### src/rtl/id_issue_queue_if.sv
// Decode-to-issue handshake bundle: one push port, NR_ISSUE lane-packed issue lanes.
interface id_issue_queue_if #(
  parameter int DEPTH     = 4,
  parameter int NR_ISSUE  = 2,
  parameter int SBE_WIDTH = 128
);
  localparam int CW = $clog2(DEPTH + 1);

  logic                          flush_i;
  logic                          in_valid_i;
  logic                          in_ready_o;
  logic [SBE_WIDTH-1:0]          in_sbe_i;
  logic [31:0]                   in_instr_i;
  logic                          in_ctrl_flow_i;
  logic [NR_ISSUE-1:0]           out_valid_o;
  logic [NR_ISSUE*SBE_WIDTH-1:0] out_sbe_o;
  logic [NR_ISSUE*32-1:0]        out_instr_o;
  logic [NR_ISSUE-1:0]           out_ctrl_flow_o;
  logic [NR_ISSUE-1:0]           out_ack_i;
  logic [CW-1:0]                 count_o;

  modport master (
    output flush_i, in_valid_i, in_sbe_i, in_instr_i, in_ctrl_flow_i, out_ack_i,
    input  in_ready_o, out_valid_o, out_sbe_o, out_instr_o, out_ctrl_flow_o, count_o
  );

  modport slave (
    input  flush_i, in_valid_i, in_sbe_i, in_instr_i, in_ctrl_flow_i, out_ack_i,
    output in_ready_o, out_valid_o, out_sbe_o, out_instr_o, out_ctrl_flow_o, count_o
  );
endinterface

### src/rtl/id_issue_queue.sv
// In-order DEPTH-entry buffer between decode and issue; one push per cycle,
// up to NR_ISSUE oldest entries presented, any in-order prefix retired per cycle.
module id_issue_queue #(
  parameter int DEPTH            = 4,
  parameter int NR_ISSUE         = 2,
  parameter int SBE_WIDTH        = 128,
  parameter int CTRL_FLOW_SERIAL = 1
) (
  input  logic           clk_i,
  input  logic           rst_i,
  id_issue_queue_if.slave q
);
  localparam int PW = $clog2(DEPTH);
  localparam int CW = $clog2(DEPTH + 1);
  localparam logic [CW-1:0] FULL = CW'(DEPTH);

  logic [SBE_WIDTH-1:0] sbe_q   [DEPTH];
  logic [SBE_WIDTH-1:0] sbe_d   [DEPTH];
  logic [31:0]          instr_q [DEPTH];
  logic [31:0]          instr_d [DEPTH];
  logic [DEPTH-1:0]     cf_q, cf_d;
  logic [PW-1:0]        rd_ptr_q, rd_ptr_d, wr_ptr_q, wr_ptr_d;
  logic [CW-1:0]        count_q, count_d, pop_cnt;

  logic [NR_ISSUE-1:0]           lane_vld, lane_cf, acked, pop_mask;
  logic [NR_ISSUE*SBE_WIDTH-1:0] lane_sbe;
  logic [NR_ISSUE*32-1:0]        lane_instr;
  logic [PW-1:0]                 idx;
  logic                          cf_seen, run, ready, push;

  always_comb begin
    lane_vld   = '0;
    lane_cf    = '0;
    lane_sbe   = '0;
    lane_instr = '0;
    idx        = '0;
    cf_seen    = 1'b0;
    for (int k = 0; k < NR_ISSUE; k++) begin
      idx = rd_ptr_q + PW'(k);
      lane_sbe[k*SBE_WIDTH +: SBE_WIDTH] = sbe_q[idx];
      lane_instr[k*32 +: 32]             = instr_q[idx];
      lane_cf[k]                         = cf_q[idx];
      // once a control-flow entry is seen, younger lanes are withheld in serial mode
      lane_vld[k] = (CW'(k) < count_q) && !((CTRL_FLOW_SERIAL != 0) && cf_seen);
      cf_seen     = cf_seen | cf_q[idx];
    end
  end

  always_comb begin
    acked    = q.out_ack_i & lane_vld;
    pop_cnt  = '0;
    pop_mask = '0;
    run      = 1'b1;
    for (int k = 0; k < NR_ISSUE; k++) begin
      if (run && acked[k]) begin
        pop_cnt     = pop_cnt + CW'(1);
        pop_mask[k] = 1'b1;
      end else begin
        run = 1'b0;
      end
    end
    ready = (count_q < FULL) || (pop_cnt != '0);
    push  = q.in_valid_i & ready;
  end

  always_comb begin
    sbe_d    = sbe_q;
    instr_d  = instr_q;
    cf_d     = cf_q;
    rd_ptr_d = rd_ptr_q + pop_cnt[PW-1:0];
    wr_ptr_d = wr_ptr_q + PW'(push);
    count_d  = count_q - pop_cnt + CW'(push);
    if (q.flush_i) begin
      rd_ptr_d = '0;
      wr_ptr_d = '0;
      count_d  = '0;
    end else if (push) begin
      sbe_d[wr_ptr_q]   = q.in_sbe_i;
      instr_d[wr_ptr_q] = q.in_instr_i;
      cf_d[wr_ptr_q]    = q.in_ctrl_flow_i;
    end
  end

  always_ff @(posedge clk_i or posedge rst_i) begin
    if (rst_i) begin
      for (int i = 0; i < DEPTH; i++) begin
        sbe_q[i]   <= '0;
        instr_q[i] <= '0;
      end
      cf_q     <= '0;
      rd_ptr_q <= '0;
      wr_ptr_q <= '0;
      count_q  <= '0;
    end else begin
      sbe_q    <= sbe_d;
      instr_q  <= instr_d;
      cf_q     <= cf_d;
      rd_ptr_q <= rd_ptr_d;
      wr_ptr_q <= wr_ptr_d;
      count_q  <= count_d;
    end
  end

  assign q.in_ready_o      = ready;
  assign q.out_valid_o     = lane_vld;
  assign q.out_sbe_o       = lane_sbe;
  assign q.out_instr_o     = lane_instr;
  assign q.out_ctrl_flow_o = lane_cf;
  assign q.count_o         = count_q;

  // issue may only retire a contiguous run of valid lanes starting at lane 0
  prefix_ack_a: assert property (@(posedge clk_i) disable iff (rst_i) acked == pop_mask)
    else $warning("id_issue_queue: non-prefix ack, acks above first gap ignored");
endmodule

### src/flat_wrapper.sv
// flat-port wrapper written by rule: the top's interface ports become plain ports
module id_issue_queue_flat 
#(
  parameter int DEPTH            = 4,
  parameter int NR_ISSUE         = 2,
  parameter int SBE_WIDTH        = 128,
  parameter int CTRL_FLOW_SERIAL = 1
)
  (clk_i, rst_i, q_flush_i, q_in_valid_i, q_in_sbe_i, q_in_instr_i, q_in_ctrl_flow_i, q_out_ack_i, q_in_ready_o, q_out_valid_o, q_out_sbe_o, q_out_instr_o, q_out_ctrl_flow_o, q_count_o);
  id_issue_queue_if #(.DEPTH(DEPTH), .NR_ISSUE(NR_ISSUE), .SBE_WIDTH(SBE_WIDTH)) q_i ();
  input  logic clk_i;
  input  logic rst_i;
  input wire logic [$bits(q_i.flush_i)-1:0] q_flush_i;
  input wire logic [$bits(q_i.in_valid_i)-1:0] q_in_valid_i;
  input wire logic [$bits(q_i.in_sbe_i)-1:0] q_in_sbe_i;
  input wire logic [$bits(q_i.in_instr_i)-1:0] q_in_instr_i;
  input wire logic [$bits(q_i.in_ctrl_flow_i)-1:0] q_in_ctrl_flow_i;
  input wire logic [$bits(q_i.out_ack_i)-1:0] q_out_ack_i;
  output wire logic [$bits(q_i.in_ready_o)-1:0] q_in_ready_o;
  output wire logic [$bits(q_i.out_valid_o)-1:0] q_out_valid_o;
  output wire logic [$bits(q_i.out_sbe_o)-1:0] q_out_sbe_o;
  output wire logic [$bits(q_i.out_instr_o)-1:0] q_out_instr_o;
  output wire logic [$bits(q_i.out_ctrl_flow_o)-1:0] q_out_ctrl_flow_o;
  output wire logic [$bits(q_i.count_o)-1:0] q_count_o;
  assign q_i.flush_i = q_flush_i;
  assign q_i.in_valid_i = q_in_valid_i;
  assign q_i.in_sbe_i = q_in_sbe_i;
  assign q_i.in_instr_i = q_in_instr_i;
  assign q_i.in_ctrl_flow_i = q_in_ctrl_flow_i;
  assign q_i.out_ack_i = q_out_ack_i;
  assign q_in_ready_o = q_i.in_ready_o;
  assign q_out_valid_o = q_i.out_valid_o;
  assign q_out_sbe_o = q_i.out_sbe_o;
  assign q_out_instr_o = q_i.out_instr_o;
  assign q_out_ctrl_flow_o = q_i.out_ctrl_flow_o;
  assign q_count_o = q_i.count_o;
  id_issue_queue #(.DEPTH(DEPTH), .NR_ISSUE(NR_ISSUE), .SBE_WIDTH(SBE_WIDTH), .CTRL_FLOW_SERIAL(CTRL_FLOW_SERIAL)) u_core (.clk_i(clk_i), .rst_i(rst_i), .q(q_i));
endmodule
### config.mk
export PLATFORM = sky130hd
export DESIGN_NAME = id_issue_queue_flat
export DESIGN_NICKNAME = d
export VERILOG_FILES = /design/src/rtl/id_issue_queue_if.sv /design/src/rtl/id_issue_queue.sv /design/src/flat_wrapper.sv
export SDC_FILE = /design/constraint.sdc
export NUM_CORES = 1
export LEC_CHECK = 0
export BUFFER_PORTS_ARGS = -buffer_cell sky130_fd_sc_hd__buf_2
export CAP_MARGIN = 25
export CORE_ASPECT_RATIO = 0.8
export CORE_MARGIN = 10
export CORE_UTILIZATION = 50
export CTS_BUF_LIST = sky130_fd_sc_hd__clkbuf_2
export DETAILED_ROUTE_END_ITERATION = 7
export GPL_ROUTABILITY_DRIVEN = 0
export GPL_TIMING_DRIVEN = 0
export PLACE_DENSITY_LB_ADDON = 0.3
export SYNTH_ARGS = -nofsm -noshare
export SYNTH_HDL_FRONTEND = slang
export SYNTH_SLANG_ARGS = --single-unit
### constraint.sdc
create_clock -name clk_i -period 23.1 [get_ports clk_i]
set_input_delay 3.465 -clock clk_i [delete_from_list [all_inputs] [get_ports clk_i]]
set_output_delay 3.465 -clock clk_i [all_outputs]
set_load 0.02 [all_outputs]
## Yosys cells after proc, flatten, opt, wreduce, memory -nomap -nowiden

Cells that the tools add are included.

| word-level totals | value |
|---|---|
| register bits | 651 |

| cells by class | value |
|---|---|
| magnitude comparators | 11 |
| bitwise operators | 6 |
| add/sub/neg operators | 6 |
| muxes and demuxes | 31 |
| reductions and logical operators | 8 |

Operators with widths:

| operator | number |
|---|---|
| two-way mux 128 bit | 5 |
| binary-select mux 128 bit (select 2 bit) | 2 |
| bitwise mux 512 bit | 1 |
| demux 128 bit (select 2 bit) | 1 |
| two-way mux 32 bit | 5 |
| binary-select mux 32 bit (select 2 bit) | 2 |
| bitwise mux 128 bit | 1 |
| demux 32 bit (select 2 bit) | 1 |
| greater-or-equal comparator 3 bit (second input constant) | 3 |
| less-than comparator 2 x 3 -> 1 bit (second input constant) | 3 |
| inverter 2 -> 3 bit | 3 |
| less-than comparator 1 x 3 -> 1 bit (first input constant) | 2 |
| two-way mux 3 bit | 2 |
| two-way mux 1 bit | 5 |
| binary-select mux 1 bit (select 2 bit) | 2 |
| bitwise mux 4 bit | 1 |
| logical AND 1 bit | 4 |
| two-way mux 2 bit | 2 |
| adder 3 x 1 -> 3 bit | 1 |
| less-than comparator 3 x 1 -> 1 bit (second input constant) | 1 |
| less-than comparator 3 bit (second input constant) | 1 |
| nonzero test 3 bit | 1 |
| subtractor 3 bit | 1 |
| adder 1 x 1 -> 2 bit (second input constant) | 1 |
| other kinds (11) | 11 |

## Depth between registers and ports, before layout

| logic depth | value |
|---|---|
| word-level depth | 13 |
| mapped depth | 12 |
| gate-level depth less buffers | 10 |

## Worst setup path after synthesis

No wires, ideal clock.

| path | value |
|---|---|
| kind | input to output |
| start | input port q_out_ack_i[0] |
| end | output port q_in_ready_o |
| buffers on the path | 0 |
| slack | 16016 ps |
| arrival | 3619 ps |
| cell stages on the path | 1 |
| required time | 19635 ps |
| path through | nand2b_4 |

| between the ends | value |
|---|---|
| cells in the longest elaborated chain, start to end | 6 |

RTL lines:

| item | line | source |
|---|---|---|
| from (decl) | flat_wrapper.sv:18 | `input wire logic [$bits(q_i.out_ack_i)-1:0] q_out_ack_i;` |
| AND 2 bit * | id_issue_queue.sv:50 | `acked = q.out_ack_i & lane_vld;` |
| two-way mux 1 bit | id_issue_queue.sv:55 | `if (run && acked[k]) begin` |
| adder 1 x 1 -> 2 bit / logical AND 1 bit (equally long branches) | id_issue_queue.sv:56, id_issue_queue.sv:55 |  |
| two-way mux 3 bit * | id_issue_queue.sv:55 |  |
| nonzero test 3 bit * | id_issue_queue.sv:62 | `ready = (count_q < FULL) \|\| (pop_cnt != '0);` |
| logical OR 1 bit * | id_issue_queue.sv:62 |  |
| to (decl) | flat_wrapper.sv:19 | `output wire logic [$bits(q_i.in_ready_o)-1:0] q_in_ready_o;` |

Every way passes the cells marked *; elsewhere a longest branch is shown, timed or not.

## Final worst setup path

| path | value |
|---|---|
| start | register u_core.rd_ptr_q[0] |
| end | output port q_out_sbe_o[223] |

| between the ends | value |
|---|---|
| cells in the longest elaborated chain, start to end | 5 |

RTL lines:

| item | line | source |
|---|---|---|
| from (decl) | id_issue_queue.sv:22 | `logic [PW-1:0] rd_ptr_q, rd_ptr_d, wr_ptr_q, wr_ptr_d;` |
| from (signal assigned) | id_issue_queue.sv:98 | `rd_ptr_q <= rd_ptr_d;` |
| adder 2 x 1 -> 2 bit | id_issue_queue.sv:39 | `idx = rd_ptr_q + PW'(k);` |
| inverter 2 -> 3 bit (implied by the code) | id_issue_queue.sv:40 | `lane_sbe[k*SBE_WIDTH +: SBE_WIDTH] = sbe_q[idx];` |
| binary-select mux 128 bit (select 2 bit) | id_issue_queue.sv:40 |  |
| two-way mux 128 bit (implied by the code) (2 in a row) | id_issue_queue.sv:40 |  |
| to (decl) | flat_wrapper.sv:21 | `output wire logic [$bits(q_i.out_sbe_o)-1:0] q_out_sbe_o;` |

No other way between the ends. The select of a mux whose other input is x is not followed.

==> metrics.cfg <==
[run_status]
status=complete, no violations

[critical_path]
crit_top_cell=buf_2
worst-path-max-fanout=10
cp.arrival_ns=4.24
r2r-end=u_core.q.count_o[2]$_DFF_PP0_
rr_startpoint=u_core.rd_ptr_q[0]$_DFF_PP0_
critPathMaxStageDelay_ns=0.76
path_buf_inv=5
reg2regPathDepth=12
crit_type=reg2out
crit_path_start_kind=flop
path_cells=buf_2, buf_2, buf_2, buf_1, mux4_2, buf_2
crit_family=buffers and inverters
slowest_stage=buf_1
crit_path_end_kind=primary output
worstSetupEndpoint=q_out_sbe_o[223]
crit_required_ns=19.64
r2r_setup_slack_ns=19.85
crit_cells=6
crit_start=u_core.rd_ptr_q[0]$_DFF_PP0_

[synthesis]
syn_area_um2=32600
syn_inst=1803
synth_common_cells=651 x dfrtp_1, 467 x mux2_2, 320 x mux4_2
yosysUniqueCellTypes=34
ys_async_sr_fraction_pct=100
ys_seq_elements=651
syn_area_per_cell_um2=18.1
synth.most_common_cell=dfrtp_1
syn-num-nets=1976
synth_largest_area_cell=dfrtp_1
yosysWarnings=0
synth_area_leaders=dfrtp_1 50%, mux4_2 22%, mux2_2 16%
synth_top_area_share_pct=49.9
ys.flop_type=dfrtp_1
synth_edf_count=0
yosysSeqAreaShare_pct=49.9

[cells_and_area]
stdcell_area_um2=37900
regArea_um2=16300
final_nets=2644
utilization_pct=58.8
syn2layout_area_growth_pct=16.0
drive_above_1_share_pct=71.3
fillers=4982
multi_input_area_um2=15500

[cts]
path_clk_slew_ns=0.11
cts_sinks=651
hold_buffers=0
cts_tree=done
ctsHtreeMaxLevel=4
ctsRootBufferMaster=clkbuf_2
numCtsBuffers=162
clkLatencyLatePin_ns=1.38
cts-resized-gates=0
cts_max_path_buffers=3
post_cts_buffers=0

[placed_design]
place_hpwl_um=66200
placed_area_um2=36400
pre_cts_slack_ns=15.71
io_buffer_count=494

[timing]
post-route-min-period_ns=7.71
finalMaxSlewViolations=0
fin_skew_ns=0.0741
tightest_slew_ns=0.989
worst_slack_ns=15.39
rsz0062_at_grt=false
maxSlewHeadroom_pct=34.1
clock.fmax_ghz=0.130
finalCritPeriodShare_pct=33.4
hold_viol=0
setup_viol=0

[grt]
grt_pass1_wl_um=141000
grtUsageTotal_pct=24.5
antenna_found_initial=27
grt_overflow=0
grt_max_degree=120
grt_pass1_vias=22200

[routing]
wirelength_um=93400
firstDrtPassIters=4
routed-via-count=20500
detail_route.wl_per_cell_um=27.0
antenna_left=0
post-route-drc-count=0
post_drt_via_cell_ratio=5.92
first_iter_violations=1202

[pwr]
power_mw=5.73
p_leak_nw=17.6
max-vdd-ir-drop_mv=0.0856
p_per_area_nw_per_um2=151

[floorplan]
rows=83
pin_count=495
die_x_um=306
die_h_um=249
start_util_pct=50.7
die_area_um2=76000
core-area_um2=64400

[hold_path]
holdCritPathClass=reg2reg

[run]
drv_cap=0

registers in the layout (all words and copies together) (netlist names):
name,flops
u_core.cf_q,4
u_core.instr_q,128
u_core.q.count_o,3
u_core.rd_ptr_q,2
u_core.sbe_q,512
u_core.wr_ptr_q,2
worst min-delay path by stage:
stage / start / endpoint / slack [ns] / cells after the start
2_1_floorplan: u_core.cf_q[3]$_DFFE_PP0P_ / u_core.cf_q[3]$_DFFE_PP0P_ / 0.47 / 1
3_3_place_gp: u_core.cf_q[1]$_DFFE_PP0P_ / u_core.cf_q[1]$_DFFE_PP0P_ / 0.48 / 1
3_5_place_dp: u_core.cf_q[3]$_DFFE_PP0P_ / u_core.cf_q[3]$_DFFE_PP0P_ / 0.49 / 1
4_1_cts: u_core.cf_q[3]$_DFFE_PP0P_ / u_core.cf_q[3]$_DFFE_PP0P_ / 0.52 / 1
5_1_grt: u_core.cf_q[3]$_DFFE_PP0P_ / u_core.cf_q[3]$_DFFE_PP0P_ / 0.53 / 1
6_report: u_core.cf_q[3]$_DFFE_PP0P_ / u_core.cf_q[3]$_DFFE_PP0P_ / 0.51 / 1
layout by cell type (no fill, tap or decap), types with 2 or more instances in the layout:
master	count
a21oi_1	2
and2_1	2
buf_1	11
buf_16	5
buf_2	580
buf_4	18
buf_6	20
buf_8	6
bufinv_16	2
clkbuf_1	6
clkbuf_2	236
clkinv_1	34
clkinv_2	7
dfrtp_1	651
diode_2	25
ha_1	5
inv_1	5
inv_2	2
mux2_2	467
mux2_4	180
mux4_2	320
nand2_1	2
nor2_1	4
nor2b_1	3
xnor2_1	2
xor2_1	2
layout make-up:
type / count / area share, %
Sequential cell: 651 / 43.0
Multi-Input combinational cell: 1004 / 40.8
Timing Repair Buffer: 504 / 7.09
Clock buffer: 236 / 3.12
Tap cell: 850 / 2.81
Buffer: 142 / 2.30
Clock inverter: 45 / 0.608
Antenna cell: 25 / 0.165
Inverter: 6 / 0.0793
kinds of logic (layout without fill, tap and decap cells):
family	count (synthesis)	after routing	synth area share [%]
compound gates	6	6	0.107
xor+xnor	4	4	0.107
fa+ha+maj	6	6	0.253
buf+inv	148	933	2.73
flops	651	651	49.9
mux	968	968	46.5
other cells	0	25	0
simple gates	20	20	0.387
per-layer routing:
layer	routed length [um]	share of wire (%)	GRT usage, %
met5	127	0.14	0
met4	2980	3.2	11.2
met3	7590	8.1	8.00
met2	45800	49	38.6
met1	36900	40	30.5
power by group:
group / internal, mW / switching, mW
combinational: 1.44 / 1.58
sequential: 1.60 / 0.348
clock: 0.294 / 0.478
total: 3.33 / 2.40
through the flow:
stage                     hold WS, ns  setup TNS (ns)  std cells
after global routing            0.527               0       3453
after detailed placement        0.495               0       3155
final                           0.515               0       3463
after global placement          0.484        -2969.57       3147
after CTS                       0.520               0       3436
after floorplan                 0.474               0       1803
(Power assumes the default switching activity.)
